### src/rtl/hub75_pkg.sv
// Shared definitions for the HUB75E frame-buffer slice: panel geometry,
// pixel width and the bank-swap state encoding.
package hub75_pkg;

   localparam int unsigned ROW_BITS  = 5;
   localparam int unsigned COL_BITS  = 6;
   localparam int unsigned ADDR_BITS = ROW_BITS + COL_BITS;
   localparam int unsigned PIX_BITS  = 15;

   // Bank-swap controller states
   typedef enum logic [1:0] {
      S_IDLE = 2'd0,
      S_WAIT = 2'd1,
      S_SWAP = 2'd2
   } swap_state_t;

endpackage

### src/rtl/hub75_wr_fifo.sv
// Posted-write FIFO holding {addr, data} host writes until the scanner
// leaves a RAM cycle free. Head entry is presented combinationally.
module hub75_wr_fifo #(
   parameter int unsigned AW    = 11,
   parameter int unsigned DW    = 32,
   parameter int unsigned DEPTH = 4
) (
   input  logic                       CLK_IN,
   input  logic                       resetn,
   input  logic                       push_i,
   input  logic [AW-1:0]              push_addr_i,
   input  logic [DW-1:0]              push_data_i,
   input  logic                       pop_i,
   output logic [AW-1:0]              head_addr_o,
   output logic [DW-1:0]              head_data_o,
   output logic                       full_o,
   output logic                       empty_o,
   output logic [$clog2(DEPTH):0]     level_o
);

   localparam int unsigned PW = $clog2(DEPTH);

   logic [AW-1:0] addr_mem_q [DEPTH];
   logic [DW-1:0] data_mem_q [DEPTH];
   logic [PW-1:0] wr_ptr_q, wr_ptr_d;
   logic [PW-1:0] rd_ptr_q, rd_ptr_d;
   logic [PW:0]   level_q,  level_d;
   logic          do_push, do_pop;

   assign full_o      = (level_q == (PW+1)'(DEPTH));
   assign empty_o     = (level_q == '0);
   assign level_o     = level_q;
   assign head_addr_o = addr_mem_q[rd_ptr_q];
   assign head_data_o = data_mem_q[rd_ptr_q];

   assign do_push = push_i && !full_o;
   assign do_pop  = pop_i  && !empty_o;

   // Next pointer and occupancy; simultaneous push and pop keep the level
   always_comb begin
      wr_ptr_d = wr_ptr_q;
      rd_ptr_d = rd_ptr_q;
      level_d  = level_q;
      if (do_push) wr_ptr_d = wr_ptr_q + 1'b1;
      if (do_pop)  rd_ptr_d = rd_ptr_q + 1'b1;
      case ({do_push, do_pop})
         2'b10:   level_d = level_q + 1'b1;
         2'b01:   level_d = level_q - 1'b1;
         default: level_d = level_q;
      endcase
   end

   // Pointer/level registers; reset discards any queued entries
   always_ff @(posedge CLK_IN) begin
      if (!resetn) begin
         wr_ptr_q <= '0;
         rd_ptr_q <= '0;
         level_q  <= '0;
      end else begin
         wr_ptr_q <= wr_ptr_d;
         rd_ptr_q <= rd_ptr_d;
         level_q  <= level_d;
      end
   end

   // Entry storage, no reset needed since the level gates visibility
   always_ff @(posedge CLK_IN) begin
      if (do_push) begin
         addr_mem_q[wr_ptr_q] <= push_addr_i;
         data_mem_q[wr_ptr_q] <= push_data_i;
      end
   end

endmodule

### src/rtl/hub75_fb_arbiter.sv
// Double-buffered frame-buffer arbiter: scanner reads the front bank with
// strict priority, host writes drain to the back bank in idle cycles, and
// banks swap on request at the next frame boundary with the FIFO empty.
module hub75_fb_arbiter #(
   parameter int unsigned ADDR_BITS  = hub75_pkg::ADDR_BITS,
   parameter int unsigned DATA_BITS  = 32,
   parameter int unsigned FIFO_DEPTH = 4
) (
   input  logic                          CLK_IN,
   input  logic                          resetn,
   input  logic                          scan_req,
   input  logic [ADDR_BITS-1:0]          scan_addr,
   output logic [DATA_BITS-1:0]          scan_rdata,
   output logic                          scan_rvalid,
   input  logic                          frame_end,
   input  logic                          host_wvalid,
   output logic                          host_wready,
   input  logic [ADDR_BITS-1:0]          host_waddr,
   input  logic [DATA_BITS-1:0]          host_wdata,
   input  logic                          swap_req,
   output logic                          swap_done,
   output logic                          front_bank,
   output logic [$clog2(FIFO_DEPTH):0]   wr_level,
   output logic                          ram_ce,
   output logic                          ram_we,
   output logic [ADDR_BITS:0]            ram_addr,
   output logic [DATA_BITS-1:0]          ram_wdata,
   input  logic [DATA_BITS-1:0]          ram_rdata
);

   import hub75_pkg::*;

   swap_state_t          state_q, state_d;
   logic                 front_bank_q, front_bank_d;
   logic                 scan_rvalid_q;

   logic                 fifo_push, fifo_pop;
   logic                 fifo_full, fifo_empty;
   logic [ADDR_BITS-1:0] head_addr;
   logic [DATA_BITS-1:0] head_data;

   hub75_wr_fifo #(
      .AW    (ADDR_BITS),
      .DW    (DATA_BITS),
      .DEPTH (FIFO_DEPTH)
   ) u_wr_fifo (
      .CLK_IN      (CLK_IN),
      .resetn      (resetn),
      .push_i      (fifo_push),
      .push_addr_i (host_waddr),
      .push_data_i (host_wdata),
      .pop_i       (fifo_pop),
      .head_addr_o (head_addr),
      .head_data_o (head_data),
      .full_o      (fifo_full),
      .empty_o     (fifo_empty),
      .level_o     (wr_level)
   );

   // Host may only post writes while no swap is pending and there is room
   assign host_wready = resetn && !fifo_full && (state_q == S_IDLE);
   assign fifo_push   = host_wvalid && host_wready;

   assign scan_rdata  = ram_rdata;
   assign scan_rvalid = scan_rvalid_q;
   assign front_bank  = front_bank_q;

   // RAM port mux: scanner first, then FIFO drain; silent during reset
   always_comb begin
      ram_ce    = 1'b0;
      ram_we    = 1'b0;
      ram_addr  = '0;
      ram_wdata = '0;
      fifo_pop  = 1'b0;
      if (resetn) begin
         if (scan_req) begin
            ram_ce   = 1'b1;
            ram_addr = {front_bank_q, scan_addr};
         end else if (!fifo_empty) begin
            ram_ce    = 1'b1;
            ram_we    = 1'b1;
            ram_addr  = {~front_bank_q, head_addr};
            ram_wdata = head_data;
            fifo_pop  = 1'b1;
         end
      end
   end

   // Swap FSM next state; the bank flips on the transition into S_SWAP so
   // the new front bank and swap_done appear together
   always_comb begin
      state_d      = state_q;
      front_bank_d = front_bank_q;
      swap_done    = 1'b0;
      case (state_q)
         S_IDLE: begin
            if (swap_req) state_d = S_WAIT;
         end
         S_WAIT: begin
            if (frame_end && fifo_empty) begin
               state_d      = S_SWAP;
               front_bank_d = ~front_bank_q;
            end
         end
         S_SWAP: begin
            swap_done = 1'b1;
            state_d   = S_IDLE;
         end
         default: state_d = S_IDLE;
      endcase
   end

   // State, bank select and read-valid registers
   always_ff @(posedge CLK_IN) begin
      if (!resetn) begin
         state_q       <= S_IDLE;
         front_bank_q  <= 1'b0;
         scan_rvalid_q <= 1'b0;
      end else begin
         state_q       <= state_d;
         front_bank_q  <= front_bank_d;
         scan_rvalid_q <= scan_req;
      end
   end

endmodule

### config.mk
export PLATFORM = sky130hd
export DESIGN_NAME = hub75_fb_arbiter
export DESIGN_NICKNAME = d
export VERILOG_FILES = /design/src/rtl/hub75_pkg.sv /design/src/rtl/hub75_wr_fifo.sv /design/src/rtl/hub75_fb_arbiter.sv
export SDC_FILE = /design/constraint.sdc
export NUM_CORES = 1
export LEC_CHECK = 0
export CORE_UTILIZATION = 54
export CTS_BUF_LIST = sky130_fd_sc_hd__clkbuf_16
export CTS_CLUSTER_DIAMETER = 50
export DETAILED_ROUTE_END_ITERATION = 10
export PLACE_DENSITY = 0.89
export SETUP_SLACK_MARGIN = 0.2
export SLEW_MARGIN = 20
export SYNTH_ARGS = -nofsm -noshare
export SYNTH_HDL_FRONTEND = slang
export SYNTH_HIERARCHICAL = 1
export SYNTH_SLANG_ARGS = --single-unit
### constraint.sdc
create_clock -name CLK_IN -period 4.3 [get_ports CLK_IN]
set_input_delay 0.86 -clock CLK_IN [delete_from_list [all_inputs] [get_ports CLK_IN]]
set_output_delay 0.86 -clock CLK_IN [all_outputs]
set_load 0.01 [all_outputs]
==> results.cfg <==
[status]
status = complete, no violations

[place]
place_congestion = 0.738
portBuffers = 112
place_inst = 662
dp_hpwl_mm = 9.42
post-place-ws_ns = 0.395

[yosys]
syn_area_mm2 = 0.00769
synth_fp_nets = 504
yosys_register_bits = 185
ys_warn_count = 6
postSynthAreaPerCell_um2 = 18.9
synth_cell_types = 35
synthCells = 406
synth_top_cell_area_share_pct = 67.2
ys_top_cells_by_area = edfxtp_1 (67%), mux4_2 (12%), dfxtp_1 (3.4%), and2_1 (3.3%), buf_4 (3.2%)
yosysTopAreaCell = edfxtp_1
seq_area_frac_synth_pct = 70.6

[power_and_ir_drop]
power_w = 0.00395
p_int_w = 0.00314
p_leak_nw = 3.04
power_frac_seq_pct = 51.2
p_clk_share_pct = 42.8
vdd_drop_max_uv = 289
p_comb_share_pct = 6.0
p_per_area_mw_per_mm2 = 419
p_sw_w = 0.000809
p_sw_share_pct = 20.5

[timing]
slew-limit-headroom_pct = 47.0
drv_slew = 0
setup_viol_count_final = 0
finalCritPeriodShare_pct = 90.4
fin_tns_setup_ns = 0
layout_min_cycle_time_ns = 3.89
max_freq_mhz = 257
setup_ws_ns = 0.413
rsz0062_at_grt = no
hold_viol_final = 0
worst_pin_slew_ns = 0.795
fin_skew_ns = 0.00655

[final_layout]
nFillCells = 926
final_cell_count_no_fill = 694
antennaDiodeCount = 0
area_delta_synth_final_pct = 22.4
fin_nets = 599
drive_gt1_share_pct = 19.6

[clock_network]
cts_hold_buf = 0
cts_buffer_depth = 2
cts_made_buffers = 17
cts_resized = 0
clkSinkCount = 185
insertion_delay_ns = 0.42
clk_pin_slew_ns = 0.07
cts_tree = done
clk_root_buffer_cell = clkbuf_16
h-tree-depth = 4
postCtsSetupBuffers = 0

[global_route]
grt_pass1_vias = 4145
grt_util_all_layers_pct = 21.7
grt_overflow = 0
antenna_found_initial = 0
grt_pass1_wl_mm = 22.7
grt_max_degree = 37

[worst_setup_path]
critPathKind = primary input to output pin
slowest_stage = clkdlybuf4s50_1
crit_path_max_fanout = 18
rr_worst_depth = 11
crit_family = buffers and inverters
crit_arrival_ns = 3.03
cp.buffers_inverters = 3
cpPeakStageDelay_ns = 0.58
crit_path_start_kind = primary input
cp-end-kind = output pin
worstPathRequired_ns = 3.44
path_cells = clkdlybuf4s50_1, buf_4, or3b_2, a21boi_0, clkdlybuf4s50_1
cp_common_cell = clkdlybuf4s50_1
path_depth = 5

[die]
coreArea_mm2 = 0.0139
initial_core_util_pct = 55.4
num_rows = 43
boundaryPins = 177
chipHeight_um = 121
die_w_um = 121
die_area_mm2 = 0.0147

[drt]
finalWirelength_mm = 14.8
drt_iter0_drc = 230
via_count = 3897
drc_errors = 0
vias_per_cell = 5.62
ant_nets = 0
wire_per_inst_um = 21.3
dr.pass1.iters = 7

[hold_path]
worst_hold_path_type = flip-flop to flip-flop
hold_path_depth = 2

[job]
max_cap_violations = 0
## per-layer routing
| layer | wire length (um) | vias to the layer above | track usage (%) |
|---|---|---|---|
| li1 | - | 1728 | - |
| met1 | 5670 | 1972 | 26.3 |
| met2 | 7560 | 137 | 35.4 |
| met3 | 938 | 60 | 5.22 |
| met4 | 640 | 0 | 13.2 |
| met5 | 0 | - | 0 |
## sequential cells by signal, indices dropped and copies added, names as in the netlist, named ones only
signal,cells
u_wr_fifo/level_o,3
u_wr_fifo/addr_mem_q,44
state_q,2
u_wr_fifo/wr_ptr_q,2
u_wr_fifo/data_mem_q,128
scan_rvalid,1
front_bank,1
u_wr_fifo/rd_ptr_q,2
## worst paths after layout
check | to | slack, ns | from
min reg2reg | front_bank | 0.52 | front_bank
min | front_bank | 0.52 | front_bank
max | ram_addr[2] | 0.41 | scan_req
max reg2reg | u_wr_fifo/level_o[2] | 1.39 | u_wr_fifo/level_o[0]
## cell usage after synthesis
cell         n
nand4b_1     1
ha_1         5
nand2_1     20
a21boi_1     9
nor3b_2      1
buf_4       33
buf_2        6
or3b_1       6
inv_1        7
mux4_1       3
buf_12       4
or2b_1       1
nor2_1       2
and2_1      40
nand3_1      1
dfxtp_1     13
or3_1        3
mux4_2      40
nand4bb_1    1
fa_1         1
xnor2_1      1
buf_6        5
or3b_2       5
nor3_2       1
nor4b_1      1
edfxtp_1   172
nor3b_1      1
nor3b_4      1
mux2i_1      3
clkbuf_1     3
nor2b_1      3
o21ai_0      5
nand2b_1     1
xor2_1       1
a21boi_0     6
## layout make-up
class | count | area [um^2] | area share (%)
clock buffers | 17 | 425 | 4.52
clock inverters | 15 | 230 | 2.45
inverters | 7 | 26.3 | 0.279
multi-input cells | 163 | 1820 | 19.3
flip-flops and latches | 185 | 5430 | 57.7
well taps | 180 | 225 | 2.39
repair buffers | 127 | 1260 | 13.4
## worst register-to-register path, delay by kind of cell (launching register included)
family | cells | cell delay (ns)
fa+ha+maj | 2 | 0.59
compound gates | 1 | 0.18
simple gates | 4 | 0.84
buf+inv | 3 | 0.63
xor+xnor | 1 | 0.16
flops | 1 | 0.44
## metrics by stage
step                area (um^2)  hold slack [ns]  util (%)
finish                     9410            0.523      67.8
global route               9410            0.553      67.8
CTS                        9410            0.519      67.8
detailed placement         8760            0.506      63.1
global placement           8760            0.468      63.1
floorplan                  7690            0.461         -
## power groups by stage
stage | Combinational [W] | Sequential, W | Clock [W]
6_report | 0.000238 | 0.00202 | 0.00169
5_1_grt | 0.000258 | 0.00202 | 0.00178
4_1_cts | 0.000241 | 0.00202 | 0.00171
3_5_place_dp | 0.000239 | 0.00206 | 0
3_3_place_gp | 0.000229 | 0.00206 | 0
2_1_floorplan | 0.000134 | 0.00206 | 0
## layout by cell type (no fill, tap or decap), types with 2 or more instances in the layout
cell | synthesis | layout
o21ai_0 | 5 | 5
buf_12 | 4 | 2
inv_1 | 7 | 7
buf_4 | 33 | 13
inv_6 | 0 | 5
mux4_2 | 40 | 40
or3b_2 | 5 | 5
mux2i_1 | 3 | 3
or3_1 | 3 | 3
dfxtp_1 | 13 | 11
or3b_1 | 6 | 6
and2_2 | 0 | 4
a21boi_0 | 6 | 6
clkdlybuf4s50_1 | 0 | 112
and2_1 | 40 | 36
mux4_1 | 3 | 3
edfxtp_1 | 172 | 172
bufinv_16 | 0 | 4
nor2_1 | 2 | 2
inv_8 | 0 | 3
nor2b_1 | 3 | 3
a21boi_1 | 9 | 9
clkbuf_16 | 0 | 17
nand2_1 | 20 | 20
ha_1 | 5 | 5
## logic make-up (layout without fill, tap and decap cells)
kind of cell / count (synthesis) / after routing / synth area share, %
mux: 46 / 46 / 13.1
fa+ha+maj: 6 / 6 / 1.07
compound gates: 20 / 20 / 1.79
simple gates: 89 / 89 / 7.32
xor+xnor: 2 / 2 / 0.228
buf+inv: 58 / 166 / 5.88
flops: 185 / 185 / 70.6
No activity file was read; power rests on OpenSTA's default activity.
